--- config.mk ---
export PLATFORM = sky130hd
export DESIGN_NAME = gf_mul_arbiter_flat
export DESIGN_NICKNAME = d
export VERILOG_FILES = /design/src/rtl/gf_mul_arbiter_pkg.sv /design/src/rtl/gf_mul_arbiter_if.sv /design/src/rtl/gf_mul_arbiter_rr_arbiter.sv /design/src/rtl/gf_mul_arbiter.sv /design/src/flat_wrapper.sv
export SDC_FILE = /design/constraint.sdc
export NUM_CORES = 1
export LEC_CHECK = 0
export BUFFER_PORTS_ARGS = -buffer_cell sky130_fd_sc_hd__buf_4
export CORE_AREA = 2 2 511 513
export DETAILED_ROUTE_END_ITERATION = 8
export DIE_AREA = 0 0 513 515
export MAX_ROUTING_LAYER = met4
export PLACE_DENSITY = 0.3
export SYNTH_ARGS = -nofsm -noshare
export SYNTH_HDL_FRONTEND = slang
export SYNTH_SLANG_ARGS = --single-unit
--- constraint.sdc ---
create_clock -name clk -period 4.38 [get_ports clk]
set_clock_uncertainty 0.15 [all_clocks]
set_input_delay 0.876 -clock clk [delete_from_list [all_inputs] [get_ports clk]]
set_output_delay 0.876 -clock clk [all_outputs]
set_load 0.01 [all_outputs]
--- src/rtl/gf_mul_arbiter_pkg.sv ---
// Shared GCM datapath types and constants.
package gcm_pkg;

   typedef logic [127:0] gf128_t;

   // Multiplicative identity in GCM's reflected bit order
   localparam gf128_t GF_ONE = 128'h8000_0000_0000_0000_0000_0000_0000_0000;

   localparam int unsigned DEF_MUL_LAT = 5;
   localparam int unsigned MAX_TAG_W   = 3;

   typedef struct packed {
      logic                 valid;
      logic [MAX_TAG_W-1:0] idx;
   } mul_tag_t;

endpackage

--- src/rtl/gf_mul_arbiter_if.sv ---
// Requester-side bundle: request handshake, operands and product broadcast.
interface gf_mul_arbiter_if #(
   parameter int unsigned NUM_REQ = 3
);
   import gcm_pkg::*;

   logic [NUM_REQ-1:0]     req_valid;
   logic [NUM_REQ-1:0]     req_ready;
   logic [NUM_REQ*128-1:0] req_a;
   logic [NUM_REQ*128-1:0] req_b;
   logic [NUM_REQ-1:0]     rsp_valid;
   gf128_t                 rsp_data;

   modport master (
      output req_valid, req_a, req_b,
      input  req_ready, rsp_valid, rsp_data
   );

   modport slave (
      input  req_valid, req_a, req_b,
      output req_ready, rsp_valid, rsp_data
   );

endinterface

--- src/rtl/gf_mul_arbiter_rr_arbiter.sv ---
// Round-robin arbiter: one-hot grant to the first request at or after the pointer.
module rr_arbiter #(
   parameter  int unsigned N = 3,
   localparam int unsigned W = (N > 1) ? $clog2(N) : 1
) (
   input  logic         clk,
   input  logic         rst,
   input  logic         en,
   input  logic [N-1:0] req,
   output logic [N-1:0] grant,
   output logic [W-1:0] idx
);

   logic [W-1:0] ptr;
   logic [W-1:0] cand;
   int unsigned  pos;
   logic         found;

   always_comb begin
      grant = '0;
      idx   = '0;
      found = 1'b0;
      pos   = 0;
      cand  = '0;
      for (int unsigned i = 0; i < N; i++) begin
         pos = 32'(ptr) + i;
         if (pos >= N) pos = pos - N;
         cand = W'(pos);
         if (!found && req[cand]) begin
            found       = 1'b1;
            grant[cand] = 1'b1;
            idx         = cand;
         end
      end
   end

   always_ff @(posedge clk) begin
      if (rst)
         ptr <= '0;
      else if (en && found)
         ptr <= (idx == W'(N - 1)) ? '0 : idx + W'(1);
   end

endmodule

--- src/rtl/gf_mul_arbiter.sv ---
// Shares one pipelined GF(2^128) multiplier among NUM_REQ requesters and routes
// each product back to its issuer through a tag pipeline.
module gf_mul_arbiter
   import gcm_pkg::*;
#(
   parameter int unsigned NUM_REQ = 3,
   parameter int unsigned MUL_LAT = DEF_MUL_LAT,
   parameter int unsigned TAG_W   = $clog2(NUM_REQ)
) (
   input  logic             clk,
   input  logic             rst,
   input  logic             flush,
   gf_mul_arbiter_if.slave  bus,
   output logic             mul_valid_o,
   output gf128_t           mul_a_o,
   output gf128_t           mul_b_o,
   input  gf128_t           mul_res_i,
   output logic             busy
);

   logic [NUM_REQ-1:0] arb_req;
   logic [NUM_REQ-1:0] grant;
   logic [TAG_W-1:0]   g_idx;
   gf128_t             sel_a, sel_b;
   gf128_t             a_q, b_q, rsp_data_q;
   logic [NUM_REQ-1:0] rsp_valid_q, rsp_next;
   mul_tag_t           tag_in;

   // Stage 0 is the issue stage (drives mul_valid_o); stage MUL_LAT lines up with mul_res_i.
   mul_tag_t tag_q [0:MUL_LAT];

   assign arb_req = (rst || flush) ? '0 : bus.req_valid;

   rr_arbiter #(.N(NUM_REQ)) u_arb (
      .clk   (clk),
      .rst   (rst | flush),
      .en    (1'b1),
      .req   (arb_req),
      .grant (grant),
      .idx   (g_idx)
   );

   always_comb begin
      sel_a = '0;
      sel_b = '0;
      for (int unsigned i = 0; i < NUM_REQ; i++) begin
         if (grant[i]) begin
            sel_a = bus.req_a[128*i +: 128];
            sel_b = bus.req_b[128*i +: 128];
         end
      end
      tag_in       = '0;
      tag_in.valid = |grant;
      tag_in.idx   = MAX_TAG_W'(g_idx);
   end

   always_comb begin
      rsp_next = '0;
      if (tag_q[MUL_LAT].valid)
         rsp_next[tag_q[MUL_LAT].idx[TAG_W-1:0]] = 1'b1;
   end

   always_ff @(posedge clk) begin
      if (rst) begin
         for (int unsigned k = 0; k <= MUL_LAT; k++) tag_q[k] <= '0;
         a_q         <= '0;
         b_q         <= '0;
         rsp_valid_q <= '0;
         rsp_data_q  <= '0;
      end else begin
         if (|grant) begin
            a_q <= sel_a;
            b_q <= sel_b;
         end
         tag_q[0] <= tag_in;
         for (int unsigned k = 1; k <= MUL_LAT; k++)
            tag_q[k] <= flush ? '0 : tag_q[k-1];
         rsp_valid_q <= flush ? '0 : rsp_next;
         if (!flush && tag_q[MUL_LAT].valid)
            rsp_data_q <= mul_res_i;
      end
   end

   always_comb begin
      busy = |rsp_valid_q;
      for (int unsigned k = 0; k <= MUL_LAT; k++)
         busy = busy | tag_q[k].valid;
   end

   assign bus.req_ready = grant;
   assign bus.rsp_valid = rsp_valid_q;
   assign bus.rsp_data  = rsp_data_q;
   assign mul_valid_o   = tag_q[0].valid;
   assign mul_a_o       = a_q;
   assign mul_b_o       = b_q;

endmodule

--- src/flat_wrapper.sv ---
// flat-port wrapper written by rule: the top's interface ports become plain ports
module gf_mul_arbiter_flat import gcm_pkg::*;
#(
   parameter int unsigned NUM_REQ = 3,
   parameter int unsigned MUL_LAT = DEF_MUL_LAT,
   parameter int unsigned TAG_W   = $clog2(NUM_REQ)
)
  (clk, rst, flush, mul_valid_o, mul_a_o, mul_b_o, mul_res_i, busy, bus_req_valid, bus_req_a, bus_req_b, bus_req_ready, bus_rsp_valid, bus_rsp_data);
  gf_mul_arbiter_if #(.NUM_REQ(NUM_REQ)) bus_i ();
  input  logic clk;
  input  logic rst;
  input  logic flush;
  output logic mul_valid_o;
  output gf128_t mul_a_o;
  output gf128_t mul_b_o;
  input  gf128_t mul_res_i;
  output logic busy;
  input wire logic [$bits(bus_i.req_valid)-1:0] bus_req_valid;
  input wire logic [$bits(bus_i.req_a)-1:0] bus_req_a;
  input wire logic [$bits(bus_i.req_b)-1:0] bus_req_b;
  output wire logic [$bits(bus_i.req_ready)-1:0] bus_req_ready;
  output wire logic [$bits(bus_i.rsp_valid)-1:0] bus_rsp_valid;
  output wire logic [$bits(bus_i.rsp_data)-1:0] bus_rsp_data;
  assign bus_i.req_valid = bus_req_valid;
  assign bus_i.req_a = bus_req_a;
  assign bus_i.req_b = bus_req_b;
  assign bus_req_ready = bus_i.req_ready;
  assign bus_rsp_valid = bus_i.rsp_valid;
  assign bus_rsp_data = bus_i.rsp_data;
  gf_mul_arbiter #(.NUM_REQ(NUM_REQ), .MUL_LAT(MUL_LAT), .TAG_W(TAG_W)) u_core (.clk(clk), .rst(rst), .flush(flush), .bus(bus_i), .mul_valid_o(mul_valid_o), .mul_a_o(mul_a_o), .mul_b_o(mul_b_o), .mul_res_i(mul_res_i), .busy(busy));
endmodule
==> tab_implementation.tex <==
\begin{tabular}{lr}
\hline
Metric & Value \\
\hline
\multicolumn{2}{l}{\textbf{Outcome}} \\
Outcome & complete, no violations \\
\multicolumn{2}{l}{\textbf{Synth}} \\
Commonest cells in the netlist & sky130\_fd\_sc\_hd\_\_dfxtp\_1, sky130\_fd\_sc\_hd\_\_nand2\_1, sky130\_fd\_sc\_hd\_\_inv\_1, sky130\_fd\_sc\_hd\_\_o21ai\_0, sky130\_fd\_sc\_hd\_\_o211ai\_1 \\
Synth top area share & 45.54\% \\
Combinational family with the most area after synthesis & compound AO/OA/AOI/OAI gates \\
Share of synthesized area spent on multiplexers & 0.5176\% \\
Cell count after synthesis & 2115 \\
Share of the synthesized area in compound gates (AO/OA/AOI/OAI) & 36.38\% \\
Area of the mapped netlist & 17890 um2 \\
Xor and xnor fraction of the mapped netlist area & 0\% \\
Post-synth top flop & sky130\_fd\_sc\_hd\_\_dfxtp\_1 \\
Mean Syn Cell Area & 8.458 um2 \\
Register bit total from synthesis & 407 \\
Synth cell types & 42 \\
Most common cell in the netlist & sky130\_fd\_sc\_hd\_\_dfxtp\_1 \\
Synthesized-area fraction occupied by adder cells & 0.2798\% \\
Simple-gate share of the synthesized area & 7.183\% \\
Post-synth EDFFs & 0 \\
Top post-synthesis cells by area & sky130\_fd\_sc\_hd\_\_dfxtp\_1, sky130\_fd\_sc\_hd\_\_a221o\_1, sky130\_fd\_sc\_hd\_\_o211ai\_1 \\
Sequential fraction of the synthesis area & 45.54\% \\
Post-Synthesis Net Count & 3021 \\
Number of warnings issued by yosys & 0 \\
Post-synthesis cell type with the largest combined area & sky130\_fd\_sc\_hd\_\_dfxtp\_1 \\
Fraction of registers with async set/reset & 0\% \\
\multicolumn{2}{l}{\textbf{Detailed routing}} \\
Routed len/inst & 25.68 um \\
Via density per instance & 3.197 \\
Count of antenna-violating nets left after detailed routing & 0 \\
1st-pass router iterations & 5 \\
Routed wire length & 174600 um \\
Via count of the routed design & 21730 \\
Remaining DRCs & 0 \\
Iteration-0 DRC Markers & 1268 \\
\multicolumn{2}{l}{\textbf{Timing}} \\
Setup total negative slack & 0 ps \\
Count of final max-slew check failures & 0 \\
Highest Clock Rate & 0.2429 GHz \\
Worst-Margin Slew & 944.9 ps \\
Final Hold Fails & 0 \\
Final critical-path required period & 4117 ps \\
Worst hold margin & 233.2 ps \\
Headroom to the max-slew limit & 37.01\% \\
RSZ-0062 raised after global routing & no \\
Final clock period utilization by the worst path & 93.99\% \\
\# setup viols final & 0 \\
\multicolumn{2}{l}{\textbf{CTS}} \\
Clock root buffer master & sky130\_fd\_sc\_hd\_\_clkbuf\_16 \\
Hold Buf Count CTS & 0 \\
Clk slew on worst S/H paths & 60 ps \\
Sink count of the clock tree & 407 \\
Number of H-tree levels & 2 \\
Total clock buffers created by CTS & 60 \\
Maximum number of buffers from clock root to sink & 3 \\
Clock tree from TritonCTS & done \\
Post-CTS Setup Bufs & 0 \\
Clock insertion delay at the later pin of the skew report & 700 ps \\
\multicolumn{2}{l}{\textbf{Placement}} \\
Detailed placement HPWL & 147600 um \\
GPL Wtd Cong & 0.8950 \\
I/O Buffers & 1293 \\
\multicolumn{2}{l}{\textbf{GRT}} \\
Gr usage total & 12.94\% \\
Overflow left after global routing & 0 \\
Via count of the first global-routing pass & 22820 \\
Number of antenna violations at the first check in global routing & 43 \\
First-pass GRT wire length & 223900 um \\
Maximum number of pins on one net before global-route repair & 100 \\
\multicolumn{2}{l}{\textbf{Layout}} \\
Layout Area Growth over Synthesis & 89.91\% \\
Fillers & 29860 \\
Register area & 8148 um2 \\
Final nets & 4246 \\
Share of cells above drive strength 1 & 43.84\% \\
Area of the multi-input gates & 7984 um2 \\
\multicolumn{2}{l}{\textbf{Worst hold path}} \\
Worst Hold Class & in -> reg \\
Worst hold path cell count & 2 \\
\multicolumn{2}{l}{\textbf{Floorplanning}} \\
I/O pin count & 1294 \\
Area enclosed by the die boundary & 264200 um2 \\
Area of the core region & 258500 um2 \\
Chip height & 515 um \\
Initial Util & 6.919\% \\
Placement Rows & 187 \\
Die width & 513 um \\
\multicolumn{2}{l}{\textbf{Pwr}} \\
Power density over cell area & 362.7 nW/um2 \\
Leakage component of the power & 14.49 nW \\
Largest voltage drop on the vdd net & 0.3252 mV \\
\multicolumn{2}{l}{\textbf{Setup path}} \\
Crit path capture type & output port \\
Data required time at the worst endpoint & 3350 ps \\
Maximum fanout count along the critical path & 19 \\
Kind of start point of the critical path & flip-flop \\
Arrival time reported for the critical path endpoint & 3090 ps \\
Number of cells on the worst reg-to-reg path & 11 \\
Critical path class & reg -> out \\
\multicolumn{2}{l}{\textbf{Flow run}} \\
Maximum capacitance violations & 0 \\
\hline
\end{tabular}
[where the power goes]
part           internal [mW]  switching, mW  total, mW  leakage [nW]
Sequential              4.05          0.281       4.33          3.33
Clock                   2.91           2.11       5.02         0.956
Combinational           1.33           1.65       2.98          10.2
[per-layer routing]
layer  global-route usage, %  vias up  routed length [um]
met5                       -        -                   0
met4                   2.980        0                4022
met3                   5.513      160               17950
met2                   21.46     1079               83420
met1                   14.27    10290               69170
li1                        -    10200                   -
[layout by cell type, fill, tap and decap left out, types with 9 or more instances in the layout]
cell type,n
sky130_fd_sc_hd__nand2_1,266
sky130_fd_sc_hd__o21ai_0,255
sky130_fd_sc_hd__nor2_1,9
sky130_fd_sc_hd__diode_2,19
sky130_fd_sc_hd__buf_12,22
sky130_fd_sc_hd__dfxtp_1,407
sky130_fd_sc_hd__o211ai_1,253
sky130_fd_sc_hd__clkbuf_16,60
sky130_fd_sc_hd__clkbuf_1,9
sky130_fd_sc_hd__and2_1,17
sky130_fd_sc_hd__a21oi_1,130
sky130_fd_sc_hd__inv_1,257
sky130_fd_sc_hd__a221o_1,252
sky130_fd_sc_hd__clkbuf_8,11
sky130_fd_sc_hd__buf_4,1355
[state kept, by name, indices dropped and copies added, names as in the netlist]
name                  cells
u_core.bus.rsp_data     128
u_core.bus.rsp_valid      3
u_core.u_arb.ptr          2
u_core.tag_q             18
u_core.mul_a_o          128
u_core.mul_b_o          128
[critical path, cell delays in order, from the launching register on]
cell,delay [ps]
sky130_fd_sc_hd__dfxtp_1,370
sky130_fd_sc_hd__inv_1,90
sky130_fd_sc_hd__ha_1,480
sky130_fd_sc_hd__o311a_1,400
sky130_fd_sc_hd__or4_1,650
sky130_fd_sc_hd__clkinv_8,220
sky130_fd_sc_hd__buf_4,170
[what timing repair did]
action / 4_1_cts / 5_1_grt
gates resized for setup: 0 / 2
hold endpoints to repair: 0 / 0
endpoints found under the setup margin: 0 / 2
[worst paths after layout]
check,endpoint,from,slack (ps)
setup / recovery,bus_req_ready[1],u_core.u_arb.ptr[0],260
hold / removal,u_core.mul_a_o[1],bus_req_a[1],230
setup reg to reg,u_core.mul_b_o[69],u_core.u_arb.ptr[1],700
hold reg to reg,u_core.tag_q[1][0],u_core.tag_q[0][0],270
[through the flow]
stage	instances	utilization, %	total power, mW	cell area [um2]	setup slack [ps]
2_1_floorplan	2115	-	5.179	17890	1071
3_3_place_gp	6680	12.37	7.547	31980	486.3
3_5_place_dp	6680	12.37	7.549	31980	435.2
4_1_cts	6778	13.12	12.78	33920	69.11
5_1_grt	6795	13.14	13.00	33970	44.01
6_report	6797	13.14	12.32	33980	263.4
[cell families after synthesis]
group / count (synthesis)
AO/OA/AOI/OAI: 909
buffers and inverters: 473
flip-flops: 407
AND/OR/NAND/NOR: 313
multiplexers: 9
adder cells (fa/ha/maj): 4
[layout make-up]
cell class | count | share of cell area (%)
Inverter | 259 | 2.898
Timing Repair Buffer | 1377 | 31.24
Antenna cell | 19 | 0.1399
Clock buffer | 80 | 4.964
Sequential cell | 407 | 23.98
Multi-Input combinational cell | 1235 | 23.50
Clock inverter | 18 | 0.7513
Tap cell | 3402 | 12.53
Note: power is estimated with default switching activity, not from simulation.
